[src/rtl/hazard_pkg.sv]
`default_nettype none
// ============================================================================
//  Module      : hazard_pkg
//  Description : Shared types for the pipeline hazard controller: FSM states,
//                forwarding-select encodings and the scoreboard entry record.
//  Revision    : 1.0 - initial release
// ============================================================================
package hazard_pkg;

    localparam int SB_AW = 5;

    typedef enum logic [1:0] {
        IDLE   = 2'd0,
        RUN    = 2'd1,
        FREEZE = 2'd2
    } state_e;

    localparam logic [1:0] FWD_REG   = 2'b00;
    localparam logic [1:0] FWD_EXMEM = 2'b10;
    localparam logic [1:0] FWD_MEMWB = 2'b01;

    typedef struct packed {
        logic             valid;
        logic [SB_AW-1:0] rd;
        logic             regwrite;
        logic             memread;
        logic [SB_AW-1:0] rs;
        logic [SB_AW-1:0] rt;
    } sb_entry_t;

    // An entry produces src when it is a live register write to a non-zero rd.
    function automatic logic sb_hit(input sb_entry_t e, input logic [SB_AW-1:0] src);
        return e.valid && e.regwrite && (e.rd != '0) && (e.rd == src);
    endfunction

    function automatic logic src_hazard(input sb_entry_t e,
                                        input logic [SB_AW-1:0] rs, input logic use_rs,
                                        input logic [SB_AW-1:0] rt, input logic use_rt);
        return (use_rs && sb_hit(e, rs)) || (use_rt && sb_hit(e, rt));
    endfunction

endpackage
`default_nettype wire

[src/rtl/hazard_fwd_unit.sv]
`default_nettype none
// ============================================================================
//  Module      : hazard_fwd_unit
//  Description : Selects the forwarding source for one EX operand by comparing
//                its register against the EX_MEM and MEM_WB scoreboard entries.
//  Revision    : 1.0 - initial release
// ============================================================================
module hazard_fwd_unit
    import hazard_pkg::*;
(
    input  logic [SB_AW-1:0] src_i,
    input  sb_entry_t        mem_ent_i,
    input  sb_entry_t        wb_ent_i,
    output logic [1:0]       fwd_o
);

    // The younger result in EX_MEM wins over the older one in MEM_WB.
    always_comb begin
        fwd_o = FWD_REG;
        if (sb_hit(mem_ent_i, src_i)) begin
            fwd_o = FWD_EXMEM;
        end else if (sb_hit(wb_ent_i, src_i)) begin
            fwd_o = FWD_MEMWB;
        end
    end

    logic unused_w;
    assign unused_w = ^{mem_ent_i.memread, mem_ent_i.rs, mem_ent_i.rt,
                        wb_ent_i.memread, wb_ent_i.rs, wb_ent_i.rt};

endmodule
`default_nettype wire

[src/rtl/pipeline_hazard_ctrl.sv]
`default_nettype none
// ============================================================================
//  Module      : pipeline_hazard_ctrl
//  Description : Hazard/sequencing controller for a 5-stage MIPS pipeline.
//                Optional macro HAZARD_FORWARDING_EN enables EX forwarding and
//                restricts data stalls to load-use.
//  Revision    : 1.0 - initial release
// ============================================================================
module pipeline_hazard_ctrl
    import hazard_pkg::*;
#(
    parameter int REG_AW = 5,
    parameter int CNT_W  = 16
) (
    input  logic              clk_i,
    input  logic              rst_i,
    input  logic              start_i,
    input  logic [REG_AW-1:0] id_rs_i,
    input  logic [REG_AW-1:0] id_rt_i,
    input  logic              id_use_rs_i,
    input  logic              id_use_rt_i,
    input  logic [REG_AW-1:0] id_rd_i,
    input  logic              id_regwrite_i,
    input  logic              id_memread_i,
    input  logic              branch_taken_i,
    input  logic              mem_stall_i,
    output logic              pc_write_o,
    output logic              if_id_write_o,
    output logic              if_id_flush_o,
    output logic              id_ex_bubble_o,
    output logic              ex_mem_write_o,
    output logic [1:0]        fwd_a_o,
    output logic [1:0]        fwd_b_o,
    output logic [CNT_W-1:0]  stall_cnt_o
);

    state_e           state_q, state_d;
    sb_entry_t        ex_q, ex_d, mem_q, mem_d, wb_q, wb_d;
    logic [CNT_W-1:0] stall_cnt_q, stall_cnt_d;
    logic [SB_AW-1:0] rs_w, rt_w, rd_w;
    logic             data_stall_w;
    logic             cnt_inc_w;

    assign rs_w = SB_AW'(id_rs_i);
    assign rt_w = SB_AW'(id_rt_i);
    assign rd_w = SB_AW'(id_rd_i);

`ifdef HAZARD_FORWARDING_EN
    // Only a load in EX cannot be forwarded in time.
    assign data_stall_w = ex_q.memread &&
                          src_hazard(ex_q, rs_w, id_use_rs_i, rt_w, id_use_rt_i);
`else
    assign data_stall_w = src_hazard(ex_q,  rs_w, id_use_rs_i, rt_w, id_use_rt_i) ||
                          src_hazard(mem_q, rs_w, id_use_rs_i, rt_w, id_use_rt_i) ||
                          src_hazard(wb_q,  rs_w, id_use_rs_i, rt_w, id_use_rt_i);
`endif

    always_comb begin
        state_d        = state_q;
        ex_d           = ex_q;
        mem_d          = mem_q;
        wb_d           = wb_q;
        cnt_inc_w      = 1'b0;
        pc_write_o     = 1'b0;
        if_id_write_o  = 1'b0;
        if_id_flush_o  = 1'b0;
        id_ex_bubble_o = 1'b1;
        ex_mem_write_o = 1'b0;
        case (state_q)
            IDLE: begin
                if (start_i) state_d = RUN;
            end
            default: begin
                if (mem_stall_i) begin
                    state_d        = FREEZE;
                    id_ex_bubble_o = 1'b0;
                    cnt_inc_w      = 1'b1;
                end else begin
                    state_d        = RUN;
                    ex_mem_write_o = 1'b1;
                    mem_d          = ex_q;
                    wb_d           = mem_q;
                    if (data_stall_w) begin
                        // A pending branch simply waits in ID until the stall clears.
                        ex_d      = '0;
                        cnt_inc_w = 1'b1;
                    end else begin
                        pc_write_o     = 1'b1;
                        if_id_write_o  = 1'b1;
                        id_ex_bubble_o = 1'b0;
                        if_id_flush_o  = branch_taken_i;
                        ex_d = '{valid: 1'b1, rd: rd_w, regwrite: id_regwrite_i,
                                 memread: id_memread_i, rs: rs_w, rt: rt_w};
                    end
                end
            end
        endcase
        stall_cnt_d = (cnt_inc_w && (stall_cnt_q != '1)) ? stall_cnt_q + CNT_W'(1)
                                                         : stall_cnt_q;
    end

    always_ff @(posedge clk_i) begin
        if (rst_i) begin
            state_q     <= IDLE;
            ex_q        <= '0;
            mem_q       <= '0;
            wb_q        <= '0;
            stall_cnt_q <= '0;
        end else begin
            state_q     <= state_d;
            ex_q        <= ex_d;
            mem_q       <= mem_d;
            wb_q        <= wb_d;
            stall_cnt_q <= stall_cnt_d;
        end
    end

    assign stall_cnt_o = stall_cnt_q;

`ifdef HAZARD_FORWARDING_EN
    logic [1:0] fwd_a_sel_w, fwd_b_sel_w;

    hazard_fwd_unit u_fwd_a (
        .src_i     (ex_q.rs),
        .mem_ent_i (mem_q),
        .wb_ent_i  (wb_q),
        .fwd_o     (fwd_a_sel_w)
    );

    hazard_fwd_unit u_fwd_b (
        .src_i     (ex_q.rt),
        .mem_ent_i (mem_q),
        .wb_ent_i  (wb_q),
        .fwd_o     (fwd_b_sel_w)
    );

    assign fwd_a_o = (state_q == IDLE) ? FWD_REG : fwd_a_sel_w;
    assign fwd_b_o = (state_q == IDLE) ? FWD_REG : fwd_b_sel_w;
`else
    assign fwd_a_o = FWD_REG;
    assign fwd_b_o = FWD_REG;
`endif

    logic unused_w;
    assign unused_w = ^{ex_q, mem_q, wb_q};

endmodule
`default_nettype wire

[config.mk]
export PLATFORM = sky130hd
export DESIGN_NAME = pipeline_hazard_ctrl
export DESIGN_NICKNAME = d
export VERILOG_FILES = /design/src/rtl/hazard_pkg.sv /design/src/rtl/hazard_fwd_unit.sv /design/src/rtl/pipeline_hazard_ctrl.sv
export SDC_FILE = /design/constraint.sdc
export NUM_CORES = 1
export LEC_CHECK = 0
export BUFFER_PORTS_ARGS = -buffer_cell sky130_fd_sc_hd__buf_2
export CAP_MARGIN = 25
export CORE_MARGIN = 2
export CORE_UTILIZATION = 49
export CTS_CLUSTER_DIAMETER = 100
export CTS_CLUSTER_SIZE = 30
export DETAILED_ROUTE_END_ITERATION = 12
export PLACE_DENSITY = 0.73
export SLEW_MARGIN = 25
export SYNTH_ARGS = -nofsm -noshare
export SYNTH_HDL_FRONTEND = slang
export SYNTH_SLANG_ARGS = --single-unit
[constraint.sdc]
create_clock -name clk_i -period 2.9 [get_ports clk_i]
set_input_delay 0.145 -clock clk_i [delete_from_list [all_inputs] [get_ports clk_i]]
set_output_delay 0.145 -clock clk_i [all_outputs]
set_load 0.05 [all_outputs]
Word-level counts from Yosys, hierarchy flattened --
Index checks and enable logic that the tools add are counted.
Word-level totals: register bits 39, word-level logic and storage cells 68, bits of input ports 24, output and inout bits 25
Operators by class: multiplexer cells 17, add/sub/neg operators 1, bitwise gates (word level) 2, reduce and logical (&&, ||, !) cells 29, eq/ne operators 8
Operator list (count):
- 5-bit equality test | 6
- 1-bit logical AND | 19
- 18-bit 2-to-1 mux | 1
- 16-bit by 1-bit adder with 16-bit output, second input constant | 1
- 16-bit inequality test, second input constant | 1
- 5-bit nonzero test | 3
- 1-bit 2-to-1 mux | 13
- 2-bit 2-to-1 mux | 3
- 1-bit logical OR | 5
- 2-bit zero test | 1
- 2-bit inequality test, second input constant | 1
- 1-bit NOT | 2
- 2-bit AND reduction | 1

Logic depth before layout (Yosys ltp) --
Gate-level depths: netlist of the first run.
depth in word-level cells 11, mapped depth 8, gate-level depth less buffers 7

Worst setup path before layout of the first run --
OpenSTA, ideal clock, no wires.
path kind register to output, start point reg ex_q[13] (netlist name), end point out pc_write_o, buffers on the path 2, arrival time 2569 ps, cell stages (with the launch flop) 8, data required time 2755 ps, path slack 186 ps, cell sequence dfxtp_1 -> or3_1 -> o311a_1 -> a222oi_1 -> buf_4 -> nand2_1 -> inv_1 -> buf_4
Between the ends: word-level cells in the longest chain between the ends 10, elaborated cells on any way between the ends 14, those cells by class eq/ne: 2; mux: 3; reduce/logical: 9
Ends and longest elaborated chain:
- start, declared | line pipeline_hazard_ctrl.sv:38 | sb_entry_t ex_q, ex_d, mem_q, mem_d, wb_q, wb_d;
- start signal, assigned | line pipeline_hazard_ctrl.sv:105 | ex_q <= '0;
- start signal, assigned | line pipeline_hazard_ctrl.sv:111 | ex_q <= ex_d;
- 5-bit nonzero test | line hazard_pkg.sv:33 | return e.valid && e.regwrite && (e.rd != '0) && (e.rd == src);
- 1-bit logical AND (2 in series) | line hazard_pkg.sv:33
- 1-bit logical AND | line hazard_pkg.sv:39 | return (use_rs && sb_hit(e, rs)) || (use_rt && sb_hit(e, rt));
- 1-bit logical OR (*) | line hazard_pkg.sv:39
- 1-bit logical OR (*) | line pipeline_hazard_ctrl.sv:53 | assign data_stall_w = src_hazard(ex_q, rs_w, id_use_rs_i, rt_w, id_use_rt_i) ||
- 1-bit logical OR (*) | line pipeline_hazard_ctrl.sv:54 | src_hazard(mem_q, rs_w, id_use_rs_i, rt_w, id_use_rt_i) ||
- 1-bit 2-to-1 mux (*) (3 in series)
- end, declared | line pipeline_hazard_ctrl.sv:27 | output logic pc_write_o,
Mark *: on every way between the ends. The rest lies on a longest branch, timed or not.

Worst setup path after layout of the first run --
start point reg ex_q[13] (netlist name), end point out if_id_write_o
Between the ends: word-level cells in the longest chain between the ends 10, elaborated cells on any way between the ends 14, those cells by class eq/ne: 2; mux: 3; reduce/logical: 9
Ends and longest elaborated chain:
- 5-bit nonzero test | line hazard_pkg.sv:33
- 1-bit logical AND (2 in series) | line hazard_pkg.sv:33
- 1-bit logical AND | line hazard_pkg.sv:39
- 1-bit logical OR (*) | line hazard_pkg.sv:39
- 1-bit logical OR (*) | line pipeline_hazard_ctrl.sv:53
- 1-bit logical OR (*) | line pipeline_hazard_ctrl.sv:54
- 1-bit 2-to-1 mux (*) | line pipeline_hazard_ctrl.sv:83 | if (data_stall_w) begin
- 1-bit 2-to-1 mux (*) | line pipeline_hazard_ctrl.sv:74 | if (mem_stall_i) begin
- 1-bit 2-to-1 mux (*) | line pipeline_hazard_ctrl.sv:69 | case (state_q)
- end, declared | line pipeline_hazard_ctrl.sv:28 | output logic if_id_write_o,
Marked as above.

==> results.yml, run 1 <==
outcome:
  outcome: "completed"
place:
  place_congestion: 0.8412
  io_buffers: 43
  hpwl_um: 3494
  dp_worst_setup_slack_ps: 519.5
  placedCellCount: 363
clocking:
  cts_tree: "done"
  cts_buffers: 5
  h-tree-depth: 2
  cts_root_buf: "clkbuf_8"
  hold_buffers: 0
  clk_latency_ps: 290
  path_clk_slew_ps: 70
  cts_sinks: 39
  post_cts_resized: 0
  cts_max_path_buffers: 2
  cts_setup_buffers: 0
timing:
  period_needed_ps: 2698
  rsz0062_at_grt: "false"
  clock_skew_ps: 6.048
  maxSlewHeadroom_pct: 39.16
  fin_crit_sh_pct: 93.04
  tns_ps: 0
  drv_slew: 0
  final.setup.worst_slack_ps: 201.8
  whs_ps: 94.66
  worst_slew_pin_slew_ps: 912.6
  hold_violations: 0
  final-setup-viol-count: 0
  max_freq_ghz: 0.3706
yosys:
  yosysSeqAreaShare_pct: 33.97
  synth-edff-count: 0
  async_reset_ff_share_pct: 0
  avgSynthCellArea_um2: 8.180
  ys_warn_count: 0
  synth_cells: 281
  synth_area_um2: 2298
  synthFlopType: "dfxtp_1"
  ys_types: 36
  ys_ff_latch: 39
floorplanning:
  ios: 49
  die-area_um2: 5255
  die_w_um: 72.49
  core_area_um2: 4444
  num_rows: 24
  start_util_pct: 51.72
  die_h_um: 72.49
global_routing:
  antenna_found_initial: 0
  grt_usage_pct: 19.69
  grt_pass1_vias: 1739
  grt_overflow_total: 0
  grt_pass1_wl_um: 8162
  grt_start_max_net_pins: 56
power:
  peakVddDrop_mv: 0.2457
  intPower_uw: 758.7
  comb_power_share_pct: 15.0
  seq_power_share_pct: 53.3
  power_switching_uw: 286.9
  clkPwrFrac_pct: 31.6
  netSwitchingFraction_pct: 27.44
  power_density_nw_per_um2: 404.3
  p_leak_nw: 1.015
route:
  final_antenna_net_count: 0
  drt-total-wl_um: 4930
  vias_per_cell: 5.360
  vias: 1978
  drtPass1Iterations: 4
  wire_per_inst_um: 13.36
  drt_iter0_drc: 189
  drc: 0
worst_setup_path:
  cp.required_ps: 2760
  critical_path.max_fanout: 24
  worst-setup-path-type: "reg2out"
  path_cells: "or3_1 > o311a_1 > a222oi_1 > buf_12 > nand2_1 > inv_1 > buf_2"
  critPathBufInv: 3
  cp_top_family: "compound AO/OA/AOI/OAI gates"
  slowest_stage: "a222oi_1"
  max_stage_delay_ps: 520
  start_kind: "register"
  endpoint_kind: "output port"
  r2r_slack_ps: 510
  arrival_ps: 2550
finish:
  area_growth_syn_to_layout_pct: 12.52
  post-route-util_pct: 58.19
  fillers: 429
  antenna_cells: 0
  drive_gt1_share_pct: 24.61
  final_nets: 343
  fin_cells: 369
job:
  drv_cap: 0
min_path:
  hp-class: "in2reg"
cell type report:
cell class                 instances  area (um^2)  area share (%)
inverter                           5        18.77          0.7257
sequential                        39        780.7           30.19
timing repair buffer              46        250.2           9.676
multi-input combinational        221         1399           54.09
clock buffer                       6        72.57           2.806
tap                               52        65.06           2.516
metal layers:
| metal | track usage (%) | wire, um |
|---|---|---|
| met1 | 29.28 | 2541 |
| met2 | 28.44 | 2097 |
| met3 | 4.444 | 265 |
| met4 | 5.556 | 27 |
| met5 | 0 | 0 |
synthesized netlist by cell type (all sizes together), types with 2 or more instances:
cell	number	area share, %
a21oi	38	10
and3	4	1.1
and4	2	0.76
buf	8	2.6
clkbuf	11	2.2
dfxtp	39	34
inv	4	0.65
mux2	15	9.1
nand2	48	7.8
nand2b	2	0.54
nand3	17	3.7
nand4	9	2.4
nor2	18	2.9
nor2b	14	3.8
nor3	3	0.65
o21ai	2	0.44
o22ai	4	1.1
o311a	3	1.4
or3	3	0.82
xnor2	30	11
sequential cells by signal (all words and copies together), names as in the netlist:
register     cells
stall_cnt_o     16
ex_q             7
mem_q            7
wb_q             7
state_q          2
kinds of logic after synthesis:
family / Yosys count / share of synthesized area [%]
AND/OR/NAND/NOR: 121 / 24.93
multiplexers: 16 / 9.581
buffers and inverters: 24 / 5.661
adder cells (fa/ha/maj): 1 / 0.5443
flip-flops: 39 / 33.97
XOR/XNOR: 30 / 11.43
other: 1 / 0.1632
AO/OA/AOI/OAI: 49 / 13.72
power groups by stage:
stage	logic (mW)	registers, mW	clock network, mW
final	0.157	0.558	0.331
after global routing	0.172	0.559	0.363
after CTS	0.158	0.557	0.342
after detailed placement	0.158	0.570	0
after global placement	0.155	0.569	0
after floorplan	0.116	0.572	0
per-stage QoR:
| step | total power, mW | instance area [um^2] |
|---|---|---|
| 2_1_floorplan | 0.6883 | 2310 |
| 3_3_place_gp | 0.7244 | 2514 |
| 3_5_place_dp | 0.7273 | 2514 |
| 4_1_cts | 1.058 | 2586 |
| 5_1_grt | 1.094 | 2586 |
| 6_report | 1.046 | 2586 |
worst reg2reg max path: stages (launching register included):
cell and delay [ps]:
dfxtp_1 360, or3_1 390, o311a_1 310, a222oi_1 520, buf_12 250, a21oi_1 130, mux2_1 320
cells in the final DEF, fill, tap and decap left out, types with 2 or more instances in the layout:
cell and count:
dfxtp_1 39, clkbuf_8 5, mux2_4 11, o22ai_1 4
nand2_1 48, buf_2 43, or3_1 3, nor3_1 3
a21oi_1 27, nor2_1 18, o311a_1 2, xnor2_1 30
nor2b_1 14, conb_1 4, buf_4 2, a21oi_2 11
nand3_1 17, nand2b_1 2, nand4_1 9, inv_1 4
mux2_2 3, and4_1 2, and3_1 3
final timing paths:
path,from,endpoint,cells after the start
setup / recovery,ex_q[13],if_id_write_o,7
hold / removal,start_i,state_q[0],3
setup reg to reg,ex_q[13],stall_cnt_o[0],6
hold reg to reg,wb_q[17],wb_q[17],2
Power figures use the tool's default switching activity.
==> inputs of run 2 (changes only) <==
--- a/config.mk
+++ b/config.mk
@@ -5,6 +5,7 @@
 export SDC_FILE = /design/constraint.sdc
 export NUM_CORES = 1
 export LEC_CHECK = 0
+export ABC_AREA = 1
 export BUFFER_PORTS_ARGS = -buffer_cell sky130_fd_sc_hd__buf_2
 export CAP_MARGIN = 25
 export CORE_MARGIN = 2
@@ -12,7 +13,8 @@
 export CTS_CLUSTER_DIAMETER = 100
 export CTS_CLUSTER_SIZE = 30
 export DETAILED_ROUTE_END_ITERATION = 12
-export PLACE_DENSITY = 0.73
+export PLACE_DENSITY = 0.72
+export SKIP_CTS_REPAIR_TIMING = 1
 export SLEW_MARGIN = 25
 export SYNTH_ARGS = -nofsm -noshare
 export SYNTH_HDL_FRONTEND = slang
==> constraint.sdc (replaced) <==
create_clock -name clk_i -period 3.3 [get_ports clk_i]
set_input_delay 0.165 -clock clk_i [delete_from_list [all_inputs] [get_ports clk_i]]
set_output_delay 0.165 -clock clk_i [all_outputs]
set_load 0.05 [all_outputs]
==> results.yml, run 2 <==
place:
  io_buffers: 43
  placed_area_um2: 2658
  place_congestion: 0.8803
  hpwl_um: 4327
global_routing:
  grt_pass1_vias: 2125
  grt_usage_pct: 22.60
  grt_pass1_wl_um: 9701
  grt_start_max_net_pins: 27
  grt_overflow_total: 0
  antenna_found_initial: 0
yosys:
  yosysSeqAreaShare_pct: 32.20
  async_reset_ff_share_pct: 0
  synth_commonest_cells: "111 x nand2_1, 43 x nor2_1, 41 x nand3_1, 40 x inv_1, 39 x dfxtp_1"
  synth_top_area_share_pct: 32.20
  synth_area_um2: 2425
  synth_top_family_by_area: "simple AND/OR/NAND/NOR gates"
  synth-edff-count: 0
  synth.most_common_cell: "nand2_1"
  synthFlopType: "dfxtp_1"
  synth.mux.area_fraction_pct: 0
  yosysTopAreaCell: "dfxtp_1"
  synth-adder-area-share_pct: 0.5160
  yosys.area_share.simple_pct: 38.60
  ys_types: 28
  synth_compound_area_share_pct: 12.69
  synth_top_cells_by_area: "dfxtp_1 32%, nand2_1 17%, nand3_1 8.5%, a21oi_1 7.0%, nor2_1 6.7%"
  synth_xor_area_share_pct: 5.057
  avgSynthCellArea_um2: 6.250
  ys_warn_count: 0
  ys_ff_latch: 39
  synth_cells: 388
floorplanning:
  start_util_pct: 51.00
  die_h_um: 74.35
  num_rows: 25
  ios: 49
  die_w_um: 74.35
  core_area_um2: 4755
  die-area_um2: 5527
clocking:
  cts_sinks: 39
  cts_root_buf: "clkbuf_8"
  clk_latency_ps: 300
  cts_tree: "done"
  cts_buffers: 5
  cts_max_path_buffers: 2
  h-tree-depth: 2
  path_clk_slew_ps: 90
route:
  drt_iter0_drc: 142
  final_antenna_net_count: 0
  vias_per_cell: 5.055
  drt-total-wl_um: 5912
  wire_per_inst_um: 11.94
  vias: 2502
  drtPass1Iterations: 5
  drc: 0
job:
  drv_cap: 0
timing:
  clock_skew_ps: 10.38
  tns_ps: 0
  period_needed_ps: 2230
  max_freq_ghz: 0.4484
  worst_slew_pin_slew_ps: 596.6
  maxSlewHeadroom_pct: 60.10
  fin_crit_sh_pct: 67.58
  hold_violations: 0
  rsz0062_at_grt: "false"
  drv_slew: 0
  final-setup-viol-count: 0
finish:
  layout_common_cells: "111 x nand2_1, 43 x nor2_1, 43 x buf_2"
  antenna_cells: 0
  largest_reg_flops: 16
  area_growth_syn_to_layout_pct: 15.38
  final_nets: 452
  final_area_um2: 2798
  mostFrequentLayoutCell: "nand2_1"
  drive_gt1_share_pct: 15.42
min_path:
  hp-class: "in2reg"
outcome:
  outcome: "completed"
worst_setup_path:
  arrival_ps: 2070
  start_kind: "register"
  endpoint_kind: "output port"
  max_stage_delay_ps: 370
  worst-setup-path-type: "reg2out"
  slowest_stage: "dfxtp_1"
  cp.required_ps: 3130
  path_cells: "nor3_1 > nand3_1 > nand3_1 > inv_1 > nand2_1 > nand3_1 > nor2_2 > nand2_1 > nor2_1 > buf_2"
  cpMostUsedCell: "nand3_1"
  critical_path.max_fanout: 7
power:
  power_density_nw_per_um2: 436.3
  peakVddDrop_mv: 0.2893
  p_leak_nw: 1.311
[run 2: worst paths after layout]
kind | start | end | slack (ps) | cells past startpoint
setup / recovery | wb_q[16] | if_id_flush_o | 1070 | 10
hold / removal | mem_stall_i | state_q[0] | 110 | 2
setup reg to reg | stall_cnt_o[0] | stall_cnt_o[10] | 1230 | 8
hold reg to reg | ex_q[11] | ex_q[11] | 490 | 2
[run 2: logic make-up (layout without fill, tap and decap cells)]
family          after synthesis  in the layout
buf+inv                      62             99
flops                        39             39
fa+ha+maj                     1              1
other cells                   1              4
xor+xnor                     14             14
compound gates               57             57
simple gates                214            214
[run 2: layer usage]
| layer | vias up | part of all wire [%] | global-route usage, % |
|---|---|---|---|
| met1 | 1112 | 51 | 32.86 |
| li1 | 1309 | - | - |
| met4 | 0 | 1.1 | 6.548 |
| met2 | 76 | 42 | 33.73 |
| met5 | - | 0 | 0 |
| met3 | 5 | 6.1 | 5.014 |
[run 2: where the power goes]
part           total, mW  switching (mW)  internal [mW]
sequential         0.512          0.0203          0.492
clock              0.502           0.195          0.307
combinational      0.206           0.145         0.0614
[run 2: area by class of cell]
cell class,instances,area [um^2]
fillers,519,1957
well taps,67,83.83
flip-flops and latches,39,780.7
multi-input cells,290,1394
clock inverters,3,71.32
repair buffers,44,222.7
inverters,47,176.4
clock buffers,5,68.82
[run 2: through the flow]
stage	instances	setup WS (ps)	hold WS, ps	utilization, %	total power [mW]
5_1_grt	495	787.2	121.2	58.84	1.273
2_1_floorplan	391	1173	254.7	-	0.6779
4_1_cts	495	1045	96.90	58.84	1.231
3_3_place_gp	487	1311	408.3	55.89	0.7252
3_5_place_dp	487	1263	412.7	55.89	0.7285
6_report	495	1070	112.5	58.84	1.221
[run 2: worst max-delay path: cells and delay by family, from the launching register on]
family | cells | cell delay, ps
buf+inv | 2 | 300
flops | 1 | 370
simple gates | 8 | 1100
==> inputs of run 3 (changes only) <==
--- a/config.mk
+++ b/config.mk
@@ -5,7 +5,7 @@
 export SDC_FILE = /design/constraint.sdc
 export NUM_CORES = 1
 export LEC_CHECK = 0
-export ABC_AREA = 1
+export ABC_AREA = 0
 export BUFFER_PORTS_ARGS = -buffer_cell sky130_fd_sc_hd__buf_2
 export CAP_MARGIN = 25
 export CORE_MARGIN = 2
@@ -13,7 +13,7 @@
 export CTS_CLUSTER_DIAMETER = 100
 export CTS_CLUSTER_SIZE = 30
 export DETAILED_ROUTE_END_ITERATION = 12
-export PLACE_DENSITY = 0.72
+export PLACE_DENSITY = 0.76
 export SKIP_CTS_REPAIR_TIMING = 1
 export SLEW_MARGIN = 25
 export SYNTH_ARGS = -nofsm -noshare
==> constraint.sdc (replaced) <==
create_clock -name clk_i -period 1.9 [get_ports clk_i]
set_input_delay 0.095 -clock clk_i [delete_from_list [all_inputs] [get_ports clk_i]]
set_output_delay 0.095 -clock clk_i [all_outputs]
set_load 0.05 [all_outputs]
==> results.yml, run 3 (same netlist as run 1, synthesis figures left out) <==
outcome:
  outcome: "finished, violations left"
  violations: "setup timing"
route:
  vias_per_cell: 5.343
  drc: 0
  wire_per_inst_um: 13.65
  vias: 2148
  drt_iter0_drc: 114
  drt-total-wl_um: 5486
  drtPass1Iterations: 4
  final_antenna_net_count: 0
worst_setup_path:
  critPathBufInv: 4
  critical_path.max_fanout: 5
  worst-setup-path-type: "reg2out"
  r2r_start: "ex_q[13]"
  cp.required_ps: 1800
  path_cells: "or3_1 > o311a_1 > a222oi_1 > buf_4 > buf_6 > nand2_4 > clkinvlp_4 > buf_8"
  max_stage_delay_ps: 350
  arrival_ps: 2260
  endpoint_kind: "output port"
  cp_top_family: "compound AO/OA/AOI/OAI gates"
  crit_start: "ex_q[13]"
  start_kind: "register"
  slowest_stage: "or3_1"
place:
  io_buffers: 43
  hpwl_um: 4038
  placedCellCount: 389
  placed_area_um2: 2725
  place_congestion: 0.9845
global_routing:
  grt_usage_pct: 20.67
  grt_overflow_total: 0
  grt_pass1_vias: 1912
  grt_pass1_wl_um: 8666
  grt_start_max_net_pins: 35
  antenna_found_initial: 0
floorplanning:
  die-area_um2: 5255
  core_area_um2: 4444
  ios: 49
  die_h_um: 72.49
  num_rows: 24
  die_w_um: 72.49
  start_util_pct: 51.72
job:
  drv_cap: 0
timing:
  drv_slew: 0
  period_needed_ps: 2355
  maxSlewHeadroom_pct: 63.51
  fin_crit_sh_pct: 124.0
  hold_violations: 0
  clock_skew_ps: 9.224
  final-setup-viol-count: 27
  max_freq_ghz: 0.4246
  rsz0062_at_grt: "true"
  worst_slew_pin_slew_ps: 547.4
  final.setup.worst_slack_ps: -455.3
clocking:
  h-tree-depth: 2
  clk_latency_ps: 300
  cts_max_path_buffers: 2
  path_clk_slew_ps: 90
  cts_root_buf: "clkbuf_8"
  cts_sinks: 39
  cts_buffers: 5
  cts_tree: "done"
power:
  power_mw: 1.826
  peakVddDrop_mv: 0.4676
  p_leak_nw: 1.206
  power_density_nw_per_um2: 619.7
finish:
  multiInputGateArea_um2: 1426
  fillers: 356
  final_area_um2: 2947
  drive_gt1_share_pct: 35.14
  fin_cells: 402
  layout_common_cells: "47 x nand2_1, 39 x buf_2, 34 x dfxtp_1"
  antenna_cells: 0
  final_nets: 374
  area_growth_syn_to_layout_pct: 28.20
  largest_reg_flops: 16
  final-seq-area_um2: 787.0
  mostFrequentLayoutCell: "nand2_1"
min_path:
  hp-class: "in2reg"
  hp-start: "id_rd_i[0]"
-- run 3: changes by cell type in the layout (fill, tap and decap cells not counted), sizes merged, moves of 6 or more --
cell and change:
inv -44, xor2 -10, nor2 -26, nand3 -24
buf +32, nand4 +6, nor2b +14, xnor2 +26
mux2 +15, nand2 -65, nor3 -6, o21ai -20
-- run 3: final cells by class --
type,count,share of cell area [%]
Sequential cell,39,26.71
Multi-Input combinational cell,221,48.41
Inverter,5,0.7643
Tap cell,52,2.208
Clock buffer,5,2.335
Timing Repair Buffer,77,18.09
Clock inverter,3,1.486
-- run 3: worst reg2reg max path, delay by kind of cell (launching register included) --
| family | cells | cell delay (ps) |
|---|---|---|
| AOI/OAI and AO/OA | 3 | 720 |
| buffers and inverters | 3 | 500 |
| DFF | 1 | 320 |
| muxes | 1 | 290 |
| and+or+nand+nor | 1 | 350 |
-- run 3: metal layers --
metal / wire (um) / track usage [%]
met5: 0 / 0
met3: 277 / 4.583
met4: 63 / 6.379
met2: 2459 / 32.52
met1: 2685 / 28.37
-- run 3: metrics by stage --
step	setup slack (ps)	TNS, ps	util [%]	hold WS, ps
floorplan	-525.0	-8613	-	235.0
global placement	-262.7	-4898	61.32	351.8
detailed placement	-294.1	-5583	61.32	357.8
CTS	-608.4	-7251	63.85	50.78
global route	-586.4	-11420	66.30	42.27
finish	-455.3	-8113	66.30	49.05
-- run 3: power by group --
part / switching (mW) / leakage [nW] / internal, mW
logic: 0.176 / 0.830 / 0.106
clock network: 0.307 / 0.0581 / 0.391
registers: 0.0136 / 0.318 / 0.832
-- run 3: final timing paths --
path / to / slack, ps / cells after the start
min: ex_q[12] / 50 / 3
max: if_id_write_o / -460 / 8
min reg2reg: wb_q[11] / 460 / 2
max reg2reg: stall_cnt_o[10] / -400 / 8
